===== config.mk =====
export PLATFORM = sky130hd
export DESIGN_NAME = mem_port_arbiter_flat
export DESIGN_NICKNAME = d
export VERILOG_FILES = /design/src/rtl/mem_port_arbiter_if.sv /design/src/rtl/mem_port_arbiter.sv /design/src/flat_wrapper.sv
export SDC_FILE = /design/constraint.sdc
export NUM_CORES = 1
export LEC_CHECK = 0
export CORE_ASPECT_RATIO = 0.5
export CORE_MARGIN = 4
export CORE_UTILIZATION = 26
export CTS_BUF_LIST = sky130_fd_sc_hd__clkbuf_4 sky130_fd_sc_hd__clkbuf_8 sky130_fd_sc_hd__clkbuf_16
export DETAILED_ROUTE_END_ITERATION = 16
export PLACE_DENSITY = 0.84
export SYNTH_ARGS = -nofsm -noshare
export SYNTH_HDL_FRONTEND = slang
export SYNTH_SLANG_ARGS = --single-unit

===== constraint.sdc =====
create_clock -name clk -period 1.4 [get_ports clk]
set_input_delay 0.28 -clock clk [delete_from_list [all_inputs] [get_ports clk]]
set_output_delay 0.28 -clock clk [all_outputs]
set_load 0.1 [all_outputs]

===== src/rtl/mem_port_arbiter_if.sv =====
// ---------------------------------------------------------------------------
// mem_port_arbiter_if
// Bundles the fetch port (I), the load/store port (D) and the shared RAM port
// of mem_port_arbiter.
//   slave  : the arbiter's view (takes requests and ram_rdata, drives acks
//            and the RAM strobe/address/enables/data)
//   master : the environment's view (requesters plus the RAM itself)
// ---------------------------------------------------------------------------
interface mem_port_arbiter_if #(
  parameter int unsigned ADDR_W = 32,
  parameter int unsigned DATA_W = 32
);
  localparam int unsigned BE_W = DATA_W / 8;

  // Fetch port
  logic              inst_req;
  logic [ADDR_W-1:0] inst_addr;
  logic              inst_ack;
  logic [DATA_W-1:0] inst_rdata;

  // Load/store port
  logic              data_req;
  logic [ADDR_W-1:0] data_addr;
  logic [BE_W-1:0]   data_wen;
  logic [DATA_W-1:0] data_wdata;
  logic              data_ack;
  logic [DATA_W-1:0] data_rdata;

  // Shared RAM port
  logic              ram_en;
  logic [ADDR_W-1:0] ram_addr;
  logic [BE_W-1:0]   ram_wen;
  logic [DATA_W-1:0] ram_wdata;
  logic [DATA_W-1:0] ram_rdata;

  modport slave (
    input  inst_req, inst_addr,
    input  data_req, data_addr, data_wen, data_wdata,
    input  ram_rdata,
    output inst_ack, inst_rdata,
    output data_ack, data_rdata,
    output ram_en, ram_addr, ram_wen, ram_wdata
  );

  modport master (
    output inst_req, inst_addr,
    output data_req, data_addr, data_wen, data_wdata,
    output ram_rdata,
    input  inst_ack, inst_rdata,
    input  data_ack, data_rdata,
    input  ram_en, ram_addr, ram_wen, ram_wdata
  );
endinterface


===== src/rtl/mem_port_arbiter.sv =====
// ---------------------------------------------------------------------------
// mem_port_arbiter
// Shares one synchronous-read, byte-write-enable RAM port between instruction
// fetch (I) and the MEM-stage load/store path (D). At most one access issues
// per cycle (combinationally, in the grant cycle); the ack follows one cycle
// later, aligned with the RAM read latency. D has fixed priority, and the port
// issued last cycle is masked so a still-high req is never issued twice and
// neither port can starve the other.
//
// Ports:
//   clk     : clock, all state on rising edge
//   resetn  : synchronous active-low reset
//   bus     : mem_port_arbiter_if.slave (I port, D port, RAM port)
//   perf_*  : 32-bit saturating grant/conflict counters (MEM_ARB_PERF_EN only)
//
// Optional feature: define MEM_ARB_PERF_EN to add the performance counters.
// ---------------------------------------------------------------------------
module mem_port_arbiter #(
  parameter int unsigned ADDR_W = 32,
  parameter int unsigned DATA_W = 32
) (
  input  logic                  clk,
  input  logic                  resetn,
  mem_port_arbiter_if.slave     bus
`ifdef MEM_ARB_PERF_EN
  ,
  output logic [31:0]           perf_inst_grants,
  output logic [31:0]           perf_data_grants,
  output logic [31:0]           perf_conflicts
`endif
);

  localparam int unsigned BE_W = DATA_W / 8;

  typedef enum logic [1:0] {
    IDLE   = 2'd0,
    BUSY_I = 2'd1,
    BUSY_D = 2'd2
  } owner_t;

  owner_t            r_owner;
  owner_t            w_owner_nxt;

  logic              w_elig_i;
  logic              w_elig_d;
  logic              w_grant_i;
  logic              w_grant_d;
  logic              w_inst_ack;
  logic              w_data_ack;
  logic              w_ram_en;
  logic [ADDR_W-1:0] w_ram_addr;
  logic [BE_W-1:0]   w_ram_wen;
  logic [DATA_W-1:0] w_ram_wdata;

  // Owner register: which port was issued in the previous cycle
  always_ff @(posedge clk) begin
    if (!resetn) begin
      r_owner <= IDLE;
    end else begin
      r_owner <= w_owner_nxt;
    end
  end

  // Eligibility, fixed-priority grant, RAM issue and acks.
  // Everything is gated by resetn so a reset cycle issues nothing and drops
  // the ack of any access that was in flight.
  always_comb begin
    w_owner_nxt = IDLE;
    w_grant_i   = 1'b0;
    w_grant_d   = 1'b0;
    w_ram_en    = 1'b0;
    w_ram_addr  = bus.data_addr;
    w_ram_wen   = '0;
    w_ram_wdata = bus.data_wdata;

    w_elig_i   = resetn && bus.inst_req && (r_owner != BUSY_I);
    w_elig_d   = resetn && bus.data_req && (r_owner != BUSY_D);
    w_inst_ack = resetn && (r_owner == BUSY_I);
    w_data_ack = resetn && (r_owner == BUSY_D);

    if (w_elig_d) begin
      w_grant_d   = 1'b1;
      w_owner_nxt = BUSY_D;
      w_ram_en    = 1'b1;
      w_ram_addr  = bus.data_addr;
      w_ram_wen   = bus.data_wen;
    end else if (w_elig_i) begin
      w_grant_i   = 1'b1;
      w_owner_nxt = BUSY_I;
      w_ram_en    = 1'b1;
      w_ram_addr  = bus.inst_addr;
      w_ram_wen   = '0;
    end
  end

  assign bus.ram_en     = w_ram_en;
  assign bus.ram_addr   = w_ram_addr;
  assign bus.ram_wen    = w_ram_wen;
  assign bus.ram_wdata  = w_ram_wdata;
  assign bus.inst_ack   = w_inst_ack;
  assign bus.data_ack   = w_data_ack;
  // Read data passes straight through; only meaningful alongside the ack
  assign bus.inst_rdata = bus.ram_rdata;
  assign bus.data_rdata = bus.ram_rdata;

`ifdef MEM_ARB_PERF_EN
  localparam logic [31:0] PERF_MAX = 32'hFFFF_FFFF;

  logic [31:0] r_perf_inst;
  logic [31:0] r_perf_data;
  logic [31:0] r_perf_conf;

  // Saturating event counters
  always_ff @(posedge clk) begin
    if (!resetn) begin
      r_perf_inst <= '0;
      r_perf_data <= '0;
      r_perf_conf <= '0;
    end else begin
      if (w_grant_i && (r_perf_inst != PERF_MAX)) begin
        r_perf_inst <= r_perf_inst + 32'd1;
      end
      if (w_grant_d && (r_perf_data != PERF_MAX)) begin
        r_perf_data <= r_perf_data + 32'd1;
      end
      if (w_elig_i && w_elig_d && (r_perf_conf != PERF_MAX)) begin
        r_perf_conf <= r_perf_conf + 32'd1;
      end
    end
  end

  assign perf_inst_grants = r_perf_inst;
  assign perf_data_grants = r_perf_data;
  assign perf_conflicts   = r_perf_conf;
`endif

endmodule


===== src/flat_wrapper.sv =====
// flat-port wrapper written by rule: the top's interface ports become plain ports
module mem_port_arbiter_flat 
#(
  parameter int unsigned ADDR_W = 32,
  parameter int unsigned DATA_W = 32
)
  (clk, resetn, bus_inst_req, bus_inst_addr, bus_data_req, bus_data_addr, bus_data_wen, bus_data_wdata, bus_ram_rdata, bus_inst_ack, bus_inst_rdata, bus_data_ack, bus_data_rdata, bus_ram_en, bus_ram_addr, bus_ram_wen, bus_ram_wdata);
  mem_port_arbiter_if #(.ADDR_W(ADDR_W), .DATA_W(DATA_W)) bus_i ();
  input  logic clk;
  input  logic resetn;
  input wire logic [$bits(bus_i.inst_req)-1:0] bus_inst_req;
  input wire logic [$bits(bus_i.inst_addr)-1:0] bus_inst_addr;
  input wire logic [$bits(bus_i.data_req)-1:0] bus_data_req;
  input wire logic [$bits(bus_i.data_addr)-1:0] bus_data_addr;
  input wire logic [$bits(bus_i.data_wen)-1:0] bus_data_wen;
  input wire logic [$bits(bus_i.data_wdata)-1:0] bus_data_wdata;
  input wire logic [$bits(bus_i.ram_rdata)-1:0] bus_ram_rdata;
  output wire logic [$bits(bus_i.inst_ack)-1:0] bus_inst_ack;
  output wire logic [$bits(bus_i.inst_rdata)-1:0] bus_inst_rdata;
  output wire logic [$bits(bus_i.data_ack)-1:0] bus_data_ack;
  output wire logic [$bits(bus_i.data_rdata)-1:0] bus_data_rdata;
  output wire logic [$bits(bus_i.ram_en)-1:0] bus_ram_en;
  output wire logic [$bits(bus_i.ram_addr)-1:0] bus_ram_addr;
  output wire logic [$bits(bus_i.ram_wen)-1:0] bus_ram_wen;
  output wire logic [$bits(bus_i.ram_wdata)-1:0] bus_ram_wdata;
  assign bus_i.inst_req = bus_inst_req;
  assign bus_i.inst_addr = bus_inst_addr;
  assign bus_i.data_req = bus_data_req;
  assign bus_i.data_addr = bus_data_addr;
  assign bus_i.data_wen = bus_data_wen;
  assign bus_i.data_wdata = bus_data_wdata;
  assign bus_i.ram_rdata = bus_ram_rdata;
  assign bus_inst_ack = bus_i.inst_ack;
  assign bus_inst_rdata = bus_i.inst_rdata;
  assign bus_data_ack = bus_i.data_ack;
  assign bus_data_rdata = bus_i.data_rdata;
  assign bus_ram_en = bus_i.ram_en;
  assign bus_ram_addr = bus_i.ram_addr;
  assign bus_ram_wen = bus_i.ram_wen;
  assign bus_ram_wdata = bus_i.ram_wdata;
  mem_port_arbiter #(.ADDR_W(ADDR_W), .DATA_W(DATA_W)) u_core (.clk(clk), .resetn(resetn), .bus(bus_i));
endmodule

==> results.md <==
- CTS tree: yes
- DR vias/cell: approximately 6
- DRT iter0 DRCs: between 200 and 300
- Initial antenna violation count: 0
- Synth Flop Type: dfxtp_1
- CP arrival: roughly 1600 ps
- Max FO, Critical Path: 8
- WL per Instance: about 25 µm
- Mapped Avg Cell Area: between 6 and 7 µm²
- IO Pins: between 200 and 300
- Violated checks: negative setup slack
- Top reg by flops: u_core.r_owner
- Max reg flops: 2
- CTS Root Cell: clkbuf_16
- Routed wire length: 11780 µm
- Routed vias: 2751
- DP HPWL: ~6900 µm
- Slowest stage delay, CP: ~340 ps
- Leak: roughly 1.8 nW
- Synth async-reset ratio: 0%
- Worst IR Drop VDD: 0.4040 mV
- Clk pwr share: between 10 and 15%
- Required time of the critical path: ~1100 ps
- Synth Net Count: around 450
- Core area: about 7500 µm²
- EDFF count, synth: 0
- Fin nets: around 500
- GRT Util Overall: between 20% and 30%
- Distinct cells, synth: 19
- Final Core Density: a little under two thirds
- Final Setup Violations: 39
- Largest net degree at the start of global routing: 21
- Combinational power share: 83.5%
- Critical path, cell by cell: buf_6 -> nand2b_4 -> clkbuf_16 -> a32oi_4 -> nand3_4 -> buf_12
- Worst Max-Slew Pin Slew: ~340 ps
- First-pass GRT wire length: approximately 17000 µm
- Internal Power: 0.001444 W
- DRC Markers: 0
- Synth Warn #: 0
- CTS Sinks: 2
- IO Port Bufs: between 100 and 150
- Register area share after synthesis: under 10%
- Net Sw Frac: between 50% and 60%
- NetSw: around 0.0015 W
- Setup WS pre-CTS: -643.9 ps
- Seq pwr share: between 2 and 2.5%
- PnR worst setup slack: -492.7 ps
- Cell Area, Synth: around 2000 µm²
- Total power draw: approximately 0.0030 W
- Commonest non-fill, non-tap cells in the layout: clkdlybuf4s50_1 (67), buf_12 (50), buf_4 (40), nand2_1 (34)
- Critical path's slowest cell: dfxtp_2
- Hold Vio Cnt, Final: 0
- Status: complete, but fails checks
- Max_slew headroom: about 77%
- Vias in the first global route: a little under 3000
- Synth Register Bits: 2
- Crit path time final: between 1500 and 2000 ps
- Crit share post-route: 135.2%
- Htree depth: 1
- Max cap viols: 0
- GRT overflow: 0
- Final GP Congestion: between 0.7 and 0.8
- Worst Setup Start Kind: register
- Power per cell area: ~630 nW/µm²
- Final max-slew violation count: 0
- Starting Density: between 20 and 30%
- Die area: between 9000 and 10000 µm²
- Chip Width: around 130 µm
- Fmax: between 500 and 600 MHz
- Clock buffer count from CTS: 3
- Layout area overhead: 133.0%
- CTS clk-pin slew, worst paths: roughly 30 ps
- Commonest non-fill, non-tap cell in the layout: clkdlybuf4s50_1
- Cells after Synth: 310
- Clock Skew: between 2 and 2.5 ps
- Critical path class: register to primary output
- Clk Latency, worst-skew pair: roughly 220 ps
- Critical path capture point type: primary output
- Layout cells sized above 1: a little over half
- Clk buf depth: 2
- Fin Setup TNS: -16160 ps
- Ant. Diodes: 0
- Cell Rows: 22
- Drt pass-1 iters: 4
- Top Registers: u_core.r_owner x2
- Unrepaired setup endpoints after global routing: true
- Hold Crit Class: primary input to primary output
- Chip height: ~70 µm
- Routed Antenna Nets: 0
cells by family after synthesis:
| kind of cell | synth area share (%) |
|---|---|
| flops | 1.962 |
| compound gates | 26.24 |
| buf+inv | 44.39 |
| simple gates | 27.41 |
per-layer routing:
layer  up-vias  part of all wire (%)  track usage [%]
met2       207                    50            38.60
met5         -                     0                0
met4         0                   5.4            11.40
met3        66                   8.4            5.895
li1       1151                     -                -
met1      1327                    36            24.56
stage by stage:
stage               cells  hold WS, ps  instance area (µm²)
floorplan             310        627.0                 2753
global placement      455        560.7                 3981
detailed placement    455        560.7                 3981
CTS                   467        560.7                 4658
global route          471        560.1                 4756
finish                471        560.0                 4756
synth_stat cells (3+ instances only):
master	instances	area share [%]
buf_6	5	2.8
buf_2	13	3.2
nand2_1	34	6.3
nor2_1	3	0.55
buf_4	96	35
nand3_1	32	7.8
a32oi_1	32	14
clkbuf_1	13	2.4
and3_1	33	10
and2_1	4	1.2
o211ai_1	32	12
power by group through the flow:
stage | logic (W) | clock network [W] | registers [W]
6_report | 0.00249 | 0.000425 | 0.0000652
3_3_place_gp | 0.00220 | 0 | 0.0000647
3_5_place_dp | 0.00223 | 0 | 0.0000650
5_1_grt | 0.00255 | 0.000438 | 0.0000657
4_1_cts | 0.00241 | 0.000435 | 0.0000648
2_1_floorplan | 0.00260 | 0 | 0.0000659
worst max-delay path: cells and delay by family (launching register included):
family          cells  cell delay, ps
compound gates      1             260
buf+inv             3             510
flops               1             340
simple gates        2             270
final cells by class:
class / count / area (µm²)
Inverter: 2 / 12.51
Timing Repair Buffer: 179 / 2316
Tap cell: 108 / 135.1
Fill cell: 517 / 2731
Multi-Input combinational cell: 177 / 2175
Sequential cell: 2 / 42.54
Clock buffer: 3 / 75.07
repair_timing:
item                                    4_1_cts  5_1_grt
pin swaps                                    17       21
setup buffers                                 4        2
endpoints found under the setup margin       39       39
hold buffers                                  0        0
resized for setup                            64        8
gates cloned                                  5        2
path summary, 6_finish.rpt:
path,start,to,slack [ps],cells after the start
hold / removal,bus_data_wdata[11],bus_ram_wdata[11],560,0
setup reg to reg,u_core.r_owner[0],u_core.r_owner[0],170,5
setup / recovery,u_core.r_owner[0],bus_ram_addr[14],-490,6
hold reg to reg,u_core.r_owner[1],u_core.r_owner[1],860,3
Power figures use the tool's default switching activity.
